**src/rtl/r_backward_demux.sv**
```systemverilog
// Routes merged read beats to two return ports by an ID bit, one FIFO per port.
// Latency: 1 cycle from input acceptance to output valid; no combinational S->M path.
// Backpressure: S_READY drops only when the selected port's FIFO is full; ports stall independently.
module r_backward_demux #(
  parameter int DW       = 14,
  parameter int ID_BIT   = 12,
  parameter int LAST_BIT = 13,
  parameter int DEPTH    = 2,
  parameter int CW       = 16
) (
  input  logic          CLK,
  input  logic          RESETn,
  input  logic [DW-1:0] S_DATA,
  input  logic          S_VALID,
  output logic          S_READY,
  output logic [DW-1:0] M0_DATA,
  output logic          M0_VALID,
  input  logic          M0_READY,
  output logic [DW-1:0] M1_DATA,
  output logic          M1_VALID,
  input  logic          M1_READY,
  output logic [CW-1:0] M0_BURSTS,
  output logic [CW-1:0] M1_BURSTS,
  output logic          BURST_ERR
);

  localparam int AW   = (DEPTH > 1) ? $clog2(DEPTH) : 1;
  localparam int CNTW = $clog2(DEPTH + 1);

  logic [DW-1:0]   mem0 [DEPTH];
  logic [DW-1:0]   mem1 [DEPTH];
  logic [AW-1:0]   wr0, wr1, rd0, rd1;
  logic [CNTW-1:0] cnt0, cnt1;
  logic            in_burst0, in_burst1;
  logic            sel, full0, full1;
  logic            accept, push0, push1, pop0, pop1, last_in;

  // Steering and handshake decode; the ready never looks at the pop side,
  // so a full FIFO refuses a beat even when it is draining this cycle.
  always_comb begin
    sel      = S_DATA[ID_BIT];
    last_in  = S_DATA[LAST_BIT];
    full0    = (cnt0 == CNTW'(DEPTH));
    full1    = (cnt1 == CNTW'(DEPTH));
    S_READY  = sel ? !full1 : !full0;
    accept   = S_VALID && S_READY;
    push0    = accept && !sel;
    push1    = accept && sel;
    M0_VALID = (cnt0 != '0);
    M1_VALID = (cnt1 != '0);
    M0_DATA  = mem0[rd0];
    M1_DATA  = mem1[rd1];
    pop0     = M0_VALID && M0_READY;
    pop1     = M1_VALID && M1_READY;
  end

  // Beat storage; contents are meaningless while the matching count is zero,
  // so it carries no reset.
  always_ff @(posedge CLK) begin
    if (push0) mem0[wr0] <= S_DATA;
    if (push1) mem1[wr1] <= S_DATA;
  end

  // Port 0 pointers, occupancy and popped-burst counter.
  always_ff @(posedge CLK or negedge RESETn) begin
    if (!RESETn) begin
      wr0       <= '0;
      rd0       <= '0;
      cnt0      <= '0;
      M0_BURSTS <= '0;
    end else begin
      if (push0) wr0 <= wr0 + AW'(1);
      if (pop0)  rd0 <= rd0 + AW'(1);
      case ({push0, pop0})
        2'b10:   cnt0 <= cnt0 + CNTW'(1);
        2'b01:   cnt0 <= cnt0 - CNTW'(1);
        default: cnt0 <= cnt0;
      endcase
      if (pop0 && M0_DATA[LAST_BIT]) M0_BURSTS <= M0_BURSTS + CW'(1);
    end
  end

  // Port 1 pointers, occupancy and popped-burst counter.
  always_ff @(posedge CLK or negedge RESETn) begin
    if (!RESETn) begin
      wr1       <= '0;
      rd1       <= '0;
      cnt1      <= '0;
      M1_BURSTS <= '0;
    end else begin
      if (push1) wr1 <= wr1 + AW'(1);
      if (pop1)  rd1 <= rd1 + AW'(1);
      case ({push1, pop1})
        2'b10:   cnt1 <= cnt1 + CNTW'(1);
        2'b01:   cnt1 <= cnt1 - CNTW'(1);
        default: cnt1 <= cnt1;
      endcase
      if (pop1 && M1_DATA[LAST_BIT]) M1_BURSTS <= M1_BURSTS + CW'(1);
    end
  end

  // Input-side burst tracking; a beat to one port while the other port's
  // burst is still open is an interleave violation, latched until reset.
  always_ff @(posedge CLK or negedge RESETn) begin
    if (!RESETn) begin
      in_burst0 <= 1'b0;
      in_burst1 <= 1'b0;
      BURST_ERR <= 1'b0;
    end else begin
      if (push0) in_burst0 <= !last_in;
      if (push1) in_burst1 <= !last_in;
      if ((push0 && in_burst1) || (push1 && in_burst0)) BURST_ERR <= 1'b1;
    end
  end

endmodule

```
**config.mk**
```make
export PLATFORM = sky130hd
export DESIGN_NAME = r_backward_demux
export DESIGN_NICKNAME = d
export VERILOG_FILES = /design/src/rtl/r_backward_demux.sv
export SDC_FILE = /design/constraint.sdc
export NUM_CORES = 1
export LEC_CHECK = 0
export CORE_MARGIN = 1
export CORE_UTILIZATION = 38
export CTS_CLUSTER_DIAMETER = 30
export DETAILED_ROUTE_END_ITERATION = 8
export PLACE_DENSITY = 0.6
export SLEW_MARGIN = 0
export SYNTH_ARGS = -nofsm -noshare
export SYNTH_HDL_FRONTEND = slang
export SYNTH_SLANG_ARGS = --single-unit
```
**constraint.sdc**
```tcl
create_clock -name CLK -period 2 [get_ports CLK]
set_input_delay 0.5 -clock CLK [delete_from_list [all_inputs] [get_ports CLK]]
set_output_delay 0.5 -clock CLK [all_outputs]
set_load 0.005 [all_outputs]
```
; Word level (Yosys, flattened, before mapping)
; Memory sizes are Yosys's and may differ from the RTL's.
; Index checks and enable logic that the tools add are counted.
[totals]
ramBits = 56
elab_cells = 54
input_bits = 19
mem_count = 2
latch_bits = 0
mem_bits_ro = 0
out_inout_bits = 64
reg_bits = 43
[mem_list]
columns = memory, depth, word_bits, rd, rd_clocked_by_memory_dff, wr, line_no
row1 = mem0, 2, 14, 1, 0, 1, 30  ; logic [DW-1:0] mem0 [DEPTH];
row2 = mem1, 2, 14, 1, 0, 1, 31  ; logic [DW-1:0] mem1 [DEPTH];
[classes]
shift = 0
n_mux = 7
bitwise_logic = 0
eq_ne = 6
div_mod_pow = 0
n_addsub = 10
n_lt_le_gt_ge = 0
mul = 0
reduce_logical = 18
[ops]
columns = cell, n
row1 = $add A16 B1 Y16 const B, 2
row2 = $logic_and A1 B1 Y1, 9
row3 = $eq A2 B2 Y1 const B, 4
row4 = $pmux W2 S2, 2
row5 = $reduce_bool A2 Y1, 4
row6 = $mux W1, 5
row7 = $add A1 B1 Y1 const B, 4
row8 = $add A2 B1 Y2 const B, 2
row9 = $eq A2 B1 Y1 const B, 2
row10 = $logic_not A1 Y1, 4
row11 = $sub A2 B1 Y2 const B, 2
row12 = $logic_or A1 B1 Y1, 1

; Logic depth before layout (Yosys ltp)
[depth]
word_depth = 7
depth_mapped = 7
mapped_depth_nobuf = 6

; Worst setup path after synthesis
; OpenSTA, ideal clock, no wires.
[synth_timing]
path_type = input to register
start = in S_DATA[12]
end = mem mem0[1][0], enable pin
required_ns = 1.616
slack_ns = 0.236
n_path_buf = 0
arrival_time_ns = 1.380
setup_time_ns = 0.384
cell_stages = 3
cell_sequence = inv_1 o211ai_1 nor2_1
[synth_via]
elab_chain_cells = 5
elab_cells_between_ends = 6
cone_classes = 3 x mux / 3 x reduce/logical
[synth_rtl]
columns = item, line_no
row1 = start: declaration, 13  ; input logic [DW-1:0] S_DATA,
row2 = $mux W1, 45  ; S_READY = sel ? !full1 : !full0;
row3 = $logic_and A1 B1 Y1, 46  ; accept = S_VALID && S_READY;
row4 = $logic_and A1 B1 Y1 (*), 47  ; push0 = accept && !sel;
row5 = $mux W1 (*), 60  ; if (push0) mem0[wr0] <= S_DATA;
row6 = $mux W1 (implied by the code) (*), 60
row7 = end: declaration, 30
; Every way passes the cells marked *; elsewhere a longest branch is shown, timed or not.

; Worst setup path in the final report
[layout_timing]
start = reg rd0
end = out M0_DATA[3]
[layout_via]
elab_chain_cells = 1
[layout_rtl]
columns = item, line_no
row1 = start: declaration, 32  ; logic [AW-1:0] wr0, wr1, rd0, rd1;
row2 = start signal: assignment, 73  ; if (pop0) rd0 <= rd0 + AW'(1);
row3 = $mem_v2 Z2 W14, --
row4 = end: declaration, 16  ; output logic [DW-1:0] M0_DATA,
; No other way between the ends.

==> impl_metrics.xml <==
<?xml version="1.0" encoding="UTF-8"?>
<metrics>
  <group name="outcome">
    <metric name="outcome" unit="">finished, final reports clean</metric>
  </group>
  <group name="clocking">
    <metric name="clock_sink_count" unit="">99</metric>
    <metric name="cts_made_buffers" unit="">9</metric>
    <metric name="cts_tree" unit="">built</metric>
    <metric name="cts.root.buffer_cell" unit="">clkbuf_8</metric>
    <metric name="cts_max_path_buffers" unit="">2</metric>
    <metric name="clkLatencyLatePin" unit="ns">0.36</metric>
    <metric name="htree_num_levels" unit="">3</metric>
    <metric name="clk_pin_slew" unit="ns">0.10</metric>
  </group>
  <group name="flow_run">
    <metric name="cap_violations" unit="">0</metric>
  </group>
  <group name="pwr">
    <metric name="p_leak" unit="nW">2.15</metric>
    <metric name="netSwitchingPower" unit="mW">1.91</metric>
    <metric name="ir_drop" unit="mV">0.638</metric>
    <metric name="sequential_power_share" unit="%">45.3</metric>
    <metric name="internal_power" unit="mW">4.26</metric>
    <metric name="switching_share" unit="%">31.0</metric>
    <metric name="power_frac_comb" unit="%">34.6</metric>
    <metric name="p_clk_share" unit="%">20.1</metric>
    <metric name="powerDensity" unit="nW/um2">1160</metric>
  </group>
  <group name="floorplanning">
    <metric name="fp.dieH" unit="um">104</metric>
    <metric name="die-area" unit="um2">10900</metric>
    <metric name="core_area" unit="um2">9950</metric>
    <metric name="effective_utilization_at_floorplan" unit="%">39.8</metric>
    <metric name="dieWidth" unit="um">104</metric>
    <metric name="floorplan.rows" unit="">36</metric>
    <metric name="ioPinCount" unit="">83</metric>
  </group>
  <group name="timing">
    <metric name="timing.max_slew.rel_slack" unit="%">62.3</metric>
    <metric name="grt_setup_unrepaired" unit="">true</metric>
    <metric name="period_needed" unit="ns">1.96</metric>
    <metric name="timing_worst_slew_pin_value" unit="ns">0.565</metric>
    <metric name="max_clock_freq" unit="MHz">510</metric>
    <metric name="post-route-period-util" unit="%">98.0</metric>
    <metric name="timing.final.hold_violations" unit="">0</metric>
    <metric name="setup_viol_count_final" unit="">0</metric>
    <metric name="slew_viol_final" unit="">0</metric>
    <metric name="fin_hold_ws" unit="ns">0.209</metric>
    <metric name="finClkSkew" unit="ns">0.00945</metric>
  </group>
  <group name="yosys">
    <metric name="synthDistinctLibCells" unit="">32</metric>
    <metric name="netlist_top_cells_area" unit="">edfxtp_1 42%, dfrtp_1 27%, mux2_2 8.2%, xnor2_1 6.4%, xor2_1 2.4%</metric>
    <metric name="synth.net_count" unit="">281</metric>
    <metric name="syn_inst" unit="">258</metric>
    <metric name="ys_ff_latch" unit="">99</metric>
    <metric name="synthesis.area_per_instance" unit="um2">15.4</metric>
    <metric name="synth_warnings" unit="">0</metric>
    <metric name="top_cell_type_by_total_area_after_synthesis" unit="">edfxtp_1</metric>
    <metric name="post_synth_instance_area" unit="um2">3970</metric>
    <metric name="synth_top_area_share" unit="%">42.4</metric>
    <metric name="yosysSeqAreaShare" unit="%">69.5</metric>
  </group>
  <group name="place">
    <metric name="placed_cell_area" unit="um2">5110</metric>
    <metric name="post_dp_hpwl" unit="um">5190</metric>
    <metric name="placed_insts" unit="">489</metric>
    <metric name="place.gp.congestion" unit="">0.727</metric>
    <metric name="io_buffers" unit="">82</metric>
  </group>
  <group name="grt">
    <metric name="first_global_vias" unit="">2496</metric>
    <metric name="grt_antenna_before_repair" unit="">0</metric>
    <metric name="overflow" unit="">0</metric>
    <metric name="groute.usage.overall" unit="%">15.6</metric>
    <metric name="wire_length_of_the_first_global_routing_pass" unit="um">13100</metric>
    <metric name="grt_start_max_net_pins" unit="">44</metric>
  </group>
  <group name="route">
    <metric name="wl_per_cell" unit="um">15.1</metric>
    <metric name="vias_per_cell" unit="">4.74</metric>
    <metric name="detail_route.wirelength" unit="um">7790</metric>
    <metric name="vias" unit="">2448</metric>
    <metric name="ant_nets" unit="">0</metric>
    <metric name="drt_pass_1_iters" unit="">4</metric>
    <metric name="detail_route.drc_violations" unit="">0</metric>
    <metric name="detail_route.iter0.violations" unit="">89</metric>
  </group>
  <group name="critical_path">
    <metric name="path_class" unit="">register to output pin</metric>
    <metric name="timing.critical_path.arrival" unit="ns">1.46</metric>
    <metric name="timing.critical_path.fanout_max" unit="">7</metric>
    <metric name="end_kind" unit="">output pin</metric>
    <metric name="cp.required" unit="ns">1.50</metric>
    <metric name="worst_setup_path_start_kind" unit="">register</metric>
  </group>
  <group name="finish">
    <metric name="antenna-diode-count" unit="">0</metric>
    <metric name="nFillCells" unit="">847</metric>
    <metric name="final-seq-area" unit="um2">2760</metric>
    <metric name="final_design_area_no_fill" unit="um2">5330</metric>
    <metric name="multi_input_combinational_cell_area" unit="um2">1200</metric>
    <metric name="syn_to_final_growth" unit="%">34.4</metric>
    <metric name="share_of_cells_above_drive_strength_1" unit="%">31.3</metric>
    <metric name="layout_commonest_cell" unit="">edfxtp_1</metric>
    <metric name="finish.cell_count_without_fillers" unit="">516</metric>
    <metric name="design.final.nets" unit="">401</metric>
    <metric name="mostFrequentLayoutCells" unit="">56 x edfxtp_1, 49 x clkdlybuf4s50_1, 38 x dfrtp_1</metric>
  </group>
  <group name="worst_hold_path">
    <metric name="hp-class" unit="">primary input to async pin</metric>
  </group>
</metrics>
==> critical path: stages (launching register included) <==
cell	delay (ns)
dfrtp_2	0.42
buf_6	0.12
buf_8	0.13
mux2_4	0.31
buf_6	0.12
==> synthesized netlist by cell type, drive strengths merged <==
master and instances:
nand4 7, and2 1, o211ai 2, ha 4, a31o 1, xnor2 29
o32a 1, buf 4, clkbuf 1, o21ai 4, nand2 13, nor4 2
and3 4, nor3 2, nor2 13, dfrtp 43, edfxtp 56, or3b 1
or2 2, xor2 11, nand3 10, mux2 29, and4 4, o211a 1
inv 10, nor4b 1, mux2i 2
==> logic make-up after synthesis <==
logic type	count (synthesis)	synth area share (%)
AO/OA/AOI/OAI	9	1.70
XOR/XNOR	40	8.83
adder cells (fa/ha/maj)	4	1.26
buffers and inverters	15	1.58
flip-flops	99	69.5
multiplexers	31	8.74
AND/OR/NAND/NOR	60	8.36
==> what timing repair did <==
item	in CTS	in global routing
setup buffers	15	0
resized for setup	125	13
gates cloned	2	0
endpoints found under the setup margin	31	28
hold buffers	0	0
==> metal layers <==
layer / vias up / track usage (%) / routed length (um)
met2: 64 / 23.8 / 3500
met1: 1211 / 22.0 / 3840
met3: 6 / 4.01 / 375
met5: - / 0 / 0
li1: 1167 / - / -
met4: 0 / 4.59 / 80
==> state kept, by name, summed over array words and instances (netlist names) <==
signal and flops:
in_burst0 1, rd1 1, mem1 28, cnt1 2, BURST_ERR 1, wr0 1
rd0 1, M1_BURSTS 16, cnt0 2, M0_BURSTS 16, wr1 1, in_burst1 1
mem0 28
==> final timing paths <==
path / from / slack [ns] / end / cells after the start
setup / recovery: rd0 / 0.04 / M0_DATA[3] / 4
hold / removal: RESETn / 0.21 / M0_BURSTS[11] / 2
setup reg to reg: rd0 / 0.14 / M0_BURSTS[10] / 8
hold reg to reg: M0_BURSTS[15] / 0.47 / M0_BURSTS[15] / 1
max in group asynchronous: RESETn / 1.38 / cnt0[0] / 2
min in group CLK: M0_BURSTS[15] / 0.47 / M0_BURSTS[15] / 1
==> power groups by stage <==
stage	Sequential, mW	Combinational [mW]	Clock [mW]
final	2.79	2.13	1.24
after global placement	2.87	1.97	0
after floorplan	2.77	0.999	0
after CTS	2.78	2.43	1.27
after global routing	2.85	2.35	1.34
after detailed placement	2.88	2.00	0
==> cell type report <==
class / instances / share of cell area (%)
Sequential cell: 99 / 51.9
Multi-Input combinational cell: 144 / 22.5
Timing Repair Buffer: 114 / 18.2
Tap cell: 133 / 3.12
Clock buffer: 9 / 2.32
Clock inverter: 7 / 1.27
Inverter: 10 / 0.704
==> stage by stage <==
stage / power, mW / TNS [ns] / utilization (%) / worst slack, ns
6_report: 6.17 / 0 / 53.5 / 0.0394
5_1_grt: 6.54 / -0.0358 / 53.5 / -0.0115
4_1_cts: 6.48 / -1.41 / 54.8 / -0.0867
3_5_place_dp: 4.87 / -3.39 / 51.3 / -0.205
3_3_place_gp: 4.85 / -0.831 / 51.3 / -0.196
2_1_floorplan: 3.77 / 0 / - / 0.236
Power figures use the tool's default switching activity.
